--- src/rtl/register_access_master_pkg.sv ---
// Shared types and constants for the UART register-access initiator.
// Holds the UART byte-stream packet, the register command record and the
// initiator FSM state encoding.
package register_access_master_pkg;

    // One byte of a UART_Packets stream with its framing fields.
    typedef struct packed {
        logic [7:0] Source;
        logic [7:0] Destination;
        logic [7:0] Length;
        logic [7:0] Data;
        logic       SoP;
        logic       EoP;
        logic       Valid;
    } UART_PACKET;

    localparam logic [7:0] CMD_WRITE      = 8'h01;
    localparam logic [7:0] CMD_READ       = 8'h00;
    localparam logic [7:0] REG_RSP_LENGTH = 8'd5;
    localparam logic [7:0] REG_WR_LENGTH  = 8'd5;
    localparam logic [7:0] REG_RD_LENGTH  = 8'd1;

    // A single register access captured from the command source.
    typedef struct packed {
        logic        Write;
        logic [7:0]  Address;
        logic [31:0] Data;
    } REG_CMD;

    typedef enum logic [1:0] {
        StIdle,
        StSend,
        StWaitRsp,
        StRecv
    } regAccessState;

    // Request payload byte at a given packet position: address first, then data LSB first.
    function automatic logic [7:0] reqByte(input REG_CMD cmd, input logic [2:0] index);
        logic [7:0] result;
        case (index)
            3'd1:    result = cmd.Data[7:0];
            3'd2:    result = cmd.Data[15:8];
            3'd3:    result = cmd.Data[23:16];
            3'd4:    result = cmd.Data[31:24];
            default: result = cmd.Address;
        endcase
        return result;
    endfunction

endpackage

--- src/rtl/register_access_master_register_response_parser.sv ---
// register_response_parser: checks the body of a read-response packet and
// assembles the 32-bit read data. Byte 0 is the echoed address, bytes 1-4
// carry data LSB first, and EoP must land exactly on byte 4.
module register_response_parser #(
    parameter int unsigned BLOCK_WIDTH = 32
) (
    input  logic                   ipClk,
    input  logic                   ipReset,
    input  logic                   ipStart,
    input  logic                   ipActive,
    input  logic                   ipValid,
    input  logic                   ipSoP,
    input  logic                   ipEoP,
    input  logic [7:0]             ipByte,
    input  logic [7:0]             ipAddress,
    output logic [BLOCK_WIDTH-1:0] opData,
    output logic                   opDone,
    output logic                   opFail
);

    logic [2:0]  idxQ, idxD;
    logic [23:0] asmQ, asmD;
    logic        headerByte;
    logic        bodyByte;

    // A new SoP while parsing restarts at byte 0, same as the opening header.
    assign headerByte = ipStart || (ipActive && ipValid && ipSoP);
    assign bodyByte   = ipActive && ipValid && !ipSoP;

    // The final data byte is taken straight from the stream so the result is ready with EoP.
    assign opData = {ipByte, asmQ};

    // Byte checking and data assembly.
    always_comb begin
        idxD   = idxQ;
        asmD   = asmQ;
        opDone = 1'b0;
        opFail = 1'b0;
        if (headerByte) begin
            idxD = 3'd1;
            if (ipByte != ipAddress || ipEoP) begin
                opFail = 1'b1;
            end
        end else if (bodyByte) begin
            idxD = idxQ + 3'd1;
            case (idxQ)
                3'd1:    asmD[7:0]   = ipByte;
                3'd2:    asmD[15:8]  = ipByte;
                3'd3:    asmD[23:16] = ipByte;
                default: ;
            endcase
            if (idxQ == 3'd4) begin
                if (ipEoP) begin
                    opDone = 1'b1;
                end else begin
                    opFail = 1'b1;
                end
            end else if (ipEoP) begin
                opFail = 1'b1;
            end
        end
    end

    // Parse position and partial data registers.
    always_ff @(posedge ipClk or negedge ipReset) begin
        if (!ipReset) begin
            idxQ <= 3'd0;
            asmQ <= 24'd0;
        end else begin
            idxQ <= idxD;
            asmQ <= asmD;
        end
    end

endmodule

--- src/rtl/register_access_master.sv ---
// register_access_master: host-side initiator for the UART register-access
// protocol. Serialises single read/write commands into UART_PACKET requests
// and, for reads, parses the returning response packet.
// Optional build macro TIMEOUT_EN adds a read-response timeout of
// TIMEOUT_CYCLES cycles; without it the block waits indefinitely.
module register_access_master
    import register_access_master_pkg::*;
#(
    parameter int unsigned BLOCK_WIDTH    = 32,
    parameter logic [7:0]  LOCAL_ADDR     = 8'h00,
    parameter int unsigned TIMEOUT_CYCLES = 50_000_000
) (
    input  logic                   ipClk,
    input  logic                   ipReset,
    input  logic                   ipCmdValid,
    output logic                   opCmdReady,
    input  logic                   ipCmdWrite,
    input  logic [7:0]             ipCmdAddress,
    input  logic [BLOCK_WIDTH-1:0] ipCmdData,
    output UART_PACKET             opTxStream,
    input  logic                   ipTxReady,
    input  UART_PACKET             ipRxStream,
    output logic [BLOCK_WIDTH-1:0] opRdData,
    output logic                   opRdValid,
    output logic                   opWrDone,
    output logic                   opError,
    output logic                   opBusy
);

    if (BLOCK_WIDTH != 32) begin : gBadWidth
        $error("BLOCK_WIDTH must be 32");
    end
    if (TIMEOUT_CYCLES < 2) begin : gBadTimeout
        $error("TIMEOUT_CYCLES must be at least 2");
    end

    regAccessState          stateQ, stateD;
    REG_CMD                 cmdQ, cmdD;
    logic [2:0]             txIdxQ, txIdxD;
    logic [2:0]             lastIdx;
    logic [BLOCK_WIDTH-1:0] rdDataQ, rdDataD;
    logic                   rdValidQ, rdValidD;
    logic                   wrDoneQ, wrDoneD;
    logic                   errorQ, errorD;
    logic                   waiting;
    logic                   rxHeader;
    logic                   parserStart;
    logic [BLOCK_WIDTH-1:0] parserData;
    logic                   parserDone;
    logic                   parserFail;
    logic                   timeout;
    logic                   unusedRx;

    assign unusedRx    = ^ipRxStream.Source;
    assign waiting     = (stateQ == StWaitRsp) || (stateQ == StRecv);
    assign lastIdx     = cmdQ.Write ? 3'd4 : 3'd0;
    assign rxHeader    = ipRxStream.Valid && ipRxStream.SoP &&
                         (ipRxStream.Destination == CMD_READ) &&
                         (ipRxStream.Length == REG_RSP_LENGTH);
    assign parserStart = (stateQ == StWaitRsp) && rxHeader;

    assign opCmdReady = (stateQ == StIdle);
    assign opBusy     = (stateQ != StIdle);
    assign opRdData   = rdDataQ;
    assign opRdValid  = rdValidQ;
    assign opWrDone   = wrDoneQ;
    assign opError    = errorQ;

    register_response_parser #(
        .BLOCK_WIDTH (BLOCK_WIDTH)
    ) uParser (
        .ipClk     (ipClk),
        .ipReset   (ipReset),
        .ipStart   (parserStart),
        .ipActive  (stateQ == StRecv),
        .ipValid   (ipRxStream.Valid),
        .ipSoP     (ipRxStream.SoP),
        .ipEoP     (ipRxStream.EoP),
        .ipByte    (ipRxStream.Data),
        .ipAddress (cmdQ.Address),
        .opData    (parserData),
        .opDone    (parserDone),
        .opFail    (parserFail)
    );

`ifdef TIMEOUT_EN
    localparam int unsigned TimeoutWidth = $clog2(TIMEOUT_CYCLES);
    localparam logic [TimeoutWidth-1:0] TimeoutLast = TimeoutWidth'(TIMEOUT_CYCLES - 1);

    logic [TimeoutWidth-1:0] timeoutCountQ;

    // Response timer: zero outside a pending read, so it restarts on each WAIT_RSP entry.
    always_ff @(posedge ipClk or negedge ipReset) begin
        if (!ipReset) begin
            timeoutCountQ <= '0;
        end else if (waiting) begin
            timeoutCountQ <= timeoutCountQ + 1'b1;
        end else begin
            timeoutCountQ <= '0;
        end
    end

    assign timeout = waiting && (timeoutCountQ == TimeoutLast);
`else
    assign timeout = 1'b0;
`endif

    // Request serialiser: fields are driven only while a byte is on offer.
    always_comb begin
        opTxStream = '0;
        if (stateQ == StSend) begin
            opTxStream.Source      = LOCAL_ADDR;
            opTxStream.Destination = cmdQ.Write ? CMD_WRITE : CMD_READ;
            opTxStream.Length      = cmdQ.Write ? REG_WR_LENGTH : REG_RD_LENGTH;
            opTxStream.Data        = reqByte(cmdQ, txIdxQ);
            opTxStream.SoP         = (txIdxQ == 3'd0);
            opTxStream.EoP         = (txIdxQ == lastIdx);
            opTxStream.Valid       = 1'b1;
        end
    end

    // FSM next state, command capture and result pulses.
    always_comb begin
        stateD   = stateQ;
        cmdD     = cmdQ;
        txIdxD   = txIdxQ;
        rdDataD  = rdDataQ;
        rdValidD = 1'b0;
        wrDoneD  = 1'b0;
        errorD   = 1'b0;
        unique case (stateQ)
            StIdle: begin
                if (ipCmdValid) begin
                    cmdD   = '{Write: ipCmdWrite, Address: ipCmdAddress, Data: ipCmdData};
                    txIdxD = 3'd0;
                    stateD = StSend;
                end
            end
            StSend: begin
                if (ipTxReady) begin
                    if (txIdxQ == lastIdx) begin
                        if (cmdQ.Write) begin
                            wrDoneD = 1'b1;
                            stateD  = StIdle;
                        end else begin
                            stateD = StWaitRsp;
                        end
                    end else begin
                        txIdxD = txIdxQ + 3'd1;
                    end
                end
            end
            StWaitRsp: begin
                if (parserStart) begin
                    stateD = StRecv;
                end
            end
            StRecv: ;
            default: stateD = StIdle;
        endcase

        // Parser outcome takes priority over a coincident timeout.
        if (waiting) begin
            if (parserDone) begin
                rdValidD = 1'b1;
                rdDataD  = parserData;
                stateD   = StIdle;
            end else if (parserFail || timeout) begin
                errorD = 1'b1;
                stateD = StIdle;
            end
        end
    end

    // State and output registers.
    always_ff @(posedge ipClk or negedge ipReset) begin
        if (!ipReset) begin
            stateQ   <= StIdle;
            cmdQ     <= '0;
            txIdxQ   <= 3'd0;
            rdDataQ  <= '0;
            rdValidQ <= 1'b0;
            wrDoneQ  <= 1'b0;
            errorQ   <= 1'b0;
        end else begin
            stateQ   <= stateD;
            cmdQ     <= cmdD;
            txIdxQ   <= txIdxD;
            rdDataQ  <= rdDataD;
            rdValidQ <= rdValidD;
            wrDoneQ  <= wrDoneD;
            errorQ   <= errorD;
        end
    end

endmodule

--- config.mk ---
export PLATFORM = sky130hd
export DESIGN_NAME = register_access_master
export DESIGN_NICKNAME = d
export VERILOG_FILES = /design/src/rtl/register_access_master_pkg.sv /design/src/rtl/register_access_master_register_response_parser.sv /design/src/rtl/register_access_master.sv
export SDC_FILE = /design/constraint.sdc
export NUM_CORES = 1
export LEC_CHECK = 0
export BUFFER_PORTS_ARGS = -buffer_cell sky130_fd_sc_hd__buf_2
export CAP_MARGIN = 20
export CORE_AREA = 2 2 141 143
export CTS_CLUSTER_SIZE = 24
export DETAILED_ROUTE_END_ITERATION = 16
export DIE_AREA = 0 0 143 145
export GPL_ROUTABILITY_DRIVEN = 1
export PLACE_DENSITY_LB_ADDON = 0.08
export SLEW_MARGIN = 20
export SYNTH_ARGS = -nofsm -noshare
export SYNTH_HDL_FRONTEND = slang
export SYNTH_SLANG_ARGS = --single-unit
--- constraint.sdc ---
create_clock -name ipClk -period 2.1 [get_ports ipClk]
set_input_delay 0.105 -clock ipClk [delete_from_list [all_inputs] [get_ports ipClk]]
set_output_delay 0.105 -clock ipClk [all_outputs]
set_load 0.02 [all_outputs]
==> flow_summary.toml <==
[setup_path]
regToRegStartpoint = "txIdxQ[0]"
crit_slowest_cell = "dfrtp_1"
path_max_fanout = 8
rr_endpoint = "txIdxQ[0]"
critical_path_required_ps = 2000
max_stage_delay_ps = 400
worstSetupPathType = "flip-flop to primary output"
ff2ff_setup_slack_ps = 120
crit_path_start_kind = "flip-flop"
worstSetupEndpointType = "primary output"
cells_traversed_along_the_worst_timing_path = "inv_2 -> ha_4 -> or3_4 -> a21oi_4 -> nand2_1 -> a21oi_2 -> buf_6"
r2r.worst_path.cells = 12
timing.critical_path.arrival_ps = 2020

[die]
i_o_pin_count = 152
die_height_um = 145
dieArea_sq_um = 20740
placeableCoreArea_sq_um = 19210
row_count = 51
start_util = 0.2670
die-width_um = 143

[sta]
layout_min_cycle_time_ps = 2126
finalSetupViolCount = 7
holdWs_ps = 35.64
timing_max_transition_violations_final = 0
worst_pin_slew_ps = 629.9
unrepaired_setup_endpoints_after_global_routing = "true"
clock_skew_ps = 3.894
timing.fmax_mhz = 470.4
timing.max_slew.rel_slack = 0.5794
timing.final.ws_setup_ps = -25.97
timing.final.crit_share = 1.012
final-hold-violation-count = 0

[routing]
drt-initial-drc-count = 118
ant_nets = 0
postRouteWirelength_mm = 13.15
firstDrtPassIters = 4
avgRoutedWirePerCell_um = 14.74
vias = 3761
post_drt_via_cell_ratio = 4.216
drt_drc_violations_left = 0

[power_and_ir_drop]
power_density_nw_per_um2 = 1223
vdd_ir_drop_max_v = 0.0005496
cellLeakagePower_nw = 3.433
fin_total_pwr_mw = 8.406

[yosys]
async_flop_share = 1.000
most_area_hungry_cell_type_in_the_yosys_netlist = "dfrtp_1"
cell_count_after_synthesis = 450
synth.cell_area_sq_um = 5129
synth_seq_cells = 108
post-synth-top-area-fraction = 0.5270
synth_warnings = 0
synth_area_leaders = "dfrtp_1 (53%), mux2_2 (11%), nand2_1 (8.0%), mux2_4 (4.7%), buf_4 (3.8%)"
syn-mean-instance-area_sq_um = 11.40
synth_seq_area_share = 0.5270
synth_edf_count = 0
post_synth_num_cell_types = 50
synth_flop_cell = "dfrtp_1"

[cells_and_area]
share_of_post_route_cells_with_drive_strength_above_1 = 0.4147
multi_input_area_sq_um = 2241
mostFrequentLayoutCells = "buf_2 (113), nand2_1 (107), dfrtp_1 (107)"
design_area_sq_um = 6870
layout.cells.most_common = "buf_2"
finalNonFillerCells = 892
area_growth_from_synthesis_to_layout_pct = 33.96
fillerInstances = 1954
diodes = 0
seqCellArea_sq_um = 2704
nets = 713

[job]
maxCapViolCount = 0

[placed_design]
detailedPlacementHpwl_mm = 9.178
post-place-ws_ps = 163.5
postPlaceCellArea_sq_um = 5933
place.detailed.instances = 823
gp_congestion = 0.7316
io_buffers = 122

[clock_tree]
clkSinkCount = 108
worstSkewPairLatency_ps = 350
cts_made_buffers = 9
worst_setup_hold_path_clk_slew_ps = 70
htree_levels = 3
tritoncts_clock_tree = "done"
cts-root-to-sink-buffers = 2
clock_tree.root_cell = "clkbuf_16"

[min_path]
min_from = "ipRxStream[2]"
min_delay_worst_endpoint = "uParser.idxQ[2]"
hp-class = "input pin to flip-flop"
min_delay_path_depth = 2

[global_route]
antenna_found_initial = 0
grt_first_pass_wirelength_mm = 21.20
first_global_vias = 3973
grt_util_all_layers = 0.1311
grt_start_max_net_pins = 54
globalRouteOverflowTotal = 0

[status]
failing_checks = "setup timing"
outcome = "finished, violations left"
how the worst max path moves through the flow:
stage,start,endpoint,slack [ps],cells past startpoint
after CTS,txIdxQ[1],opTxStream[5],-70,7
after detailed placement,txIdxQ[0],opTxStream[5],160,7
after global placement,txIdxQ[0],opTxStream[4],170,7
final,txIdxQ[1],opTxStream[3],-30,7
after floorplan,txIdxQ[0],opTxStream[10],130,7
after global routing,txIdxQ[1],opTxStream[7],-180,7
stage by stage:
step	utilization	TNS, ps
floorplan	-	0
global placement	0.3089	0
detailed placement	0.3089	0
CTS	0.3570	-410.1
global route	0.3577	-1199
finish	0.3577	-140.0
power breakdown:
| part | switching (mW) | internal, mW | total (mW) |
|---|---|---|---|
| Clock | 0.804 | 0.932 | 1.74 |
| Combinational | 1.62 | 1.74 | 3.36 |
| Sequential | 0.535 | 2.77 | 3.31 |
| Total | 2.96 | 5.44 | 8.41 |
layer usage:
layer  GRT usage  part of all wire  vias to the layer above
met4     0.03416             0.011                        0
met1      0.1724              0.47                     1828
met5           0                 0                        -
met2      0.2148              0.47                       93
met3     0.03234             0.047                       10
li1            -                 -                     1830
logic make-up (layout without fill, tap and decap cells):
logic type | count (synthesis) | count (layout) | synth area share
and+or+nand+nor | 157 | 157 | 0.1400
DFF | 108 | 108 | 0.5270
muxes | 66 | 66 | 0.1564
buffers and inverters | 55 | 212 | 0.07026
AOI/OAI and AO/OA | 43 | 43 | 0.06343
adders and majority gates | 11 | 11 | 0.02684
xor gates and xnor gates | 9 | 9 | 0.01537
other | 1 | 21 | 0.0007312
critical path, delay by kind of cell, from the launching register on:
kind | cells | cell delay [ps]
AO/OA/AOI/OAI | 2 | 400
adder cells (fa/ha/maj) | 1 | 160
buffers and inverters | 2 | 210
flip-flops | 1 | 400
AND/OR/NAND/NOR | 2 | 490
cells in the mapped netlist, drive strengths merged, types with 3 or more instances:
cell type and n:
a21oi 12, a221oi 8, a22oi 8, and2 4, and3 7, buf 39, clkbuf 6, dfrtp 108
ha 11, inv 10, mux2 65, nand2 111, nand4b 3, nor2 12, nor4 3, xor2 8
layout make-up:
type,count,share of cell area
clock buffer,9,0.03278
clock inverter,7,0.01111
inverter,10,0.005463
multi-input combinational,307,0.3262
sequential,108,0.3936
tap,265,0.04826
timing repair buffer,186,0.1827
registers in the layout, indices dropped and copies added (netlist names):
name / cells
opRdValid: 1
uParser.asmQ: 24
stateQ: 2
cmdQ: 41
opWrDone: 1
opError: 1
opRdData: 32
txIdxQ: 3
uParser.idxQ: 3
repair_timing:
action | 4_1_cts | 5_1_grt
pin swaps | 17 | 4
hold endpoints to repair | 83 | 0
hold buffers | 42 | 0
setup buffers | 11 | 1
resized for setup | 33 | 3
setup endpoints to repair | 8 | 9
Power figures use the tool's default switching activity.
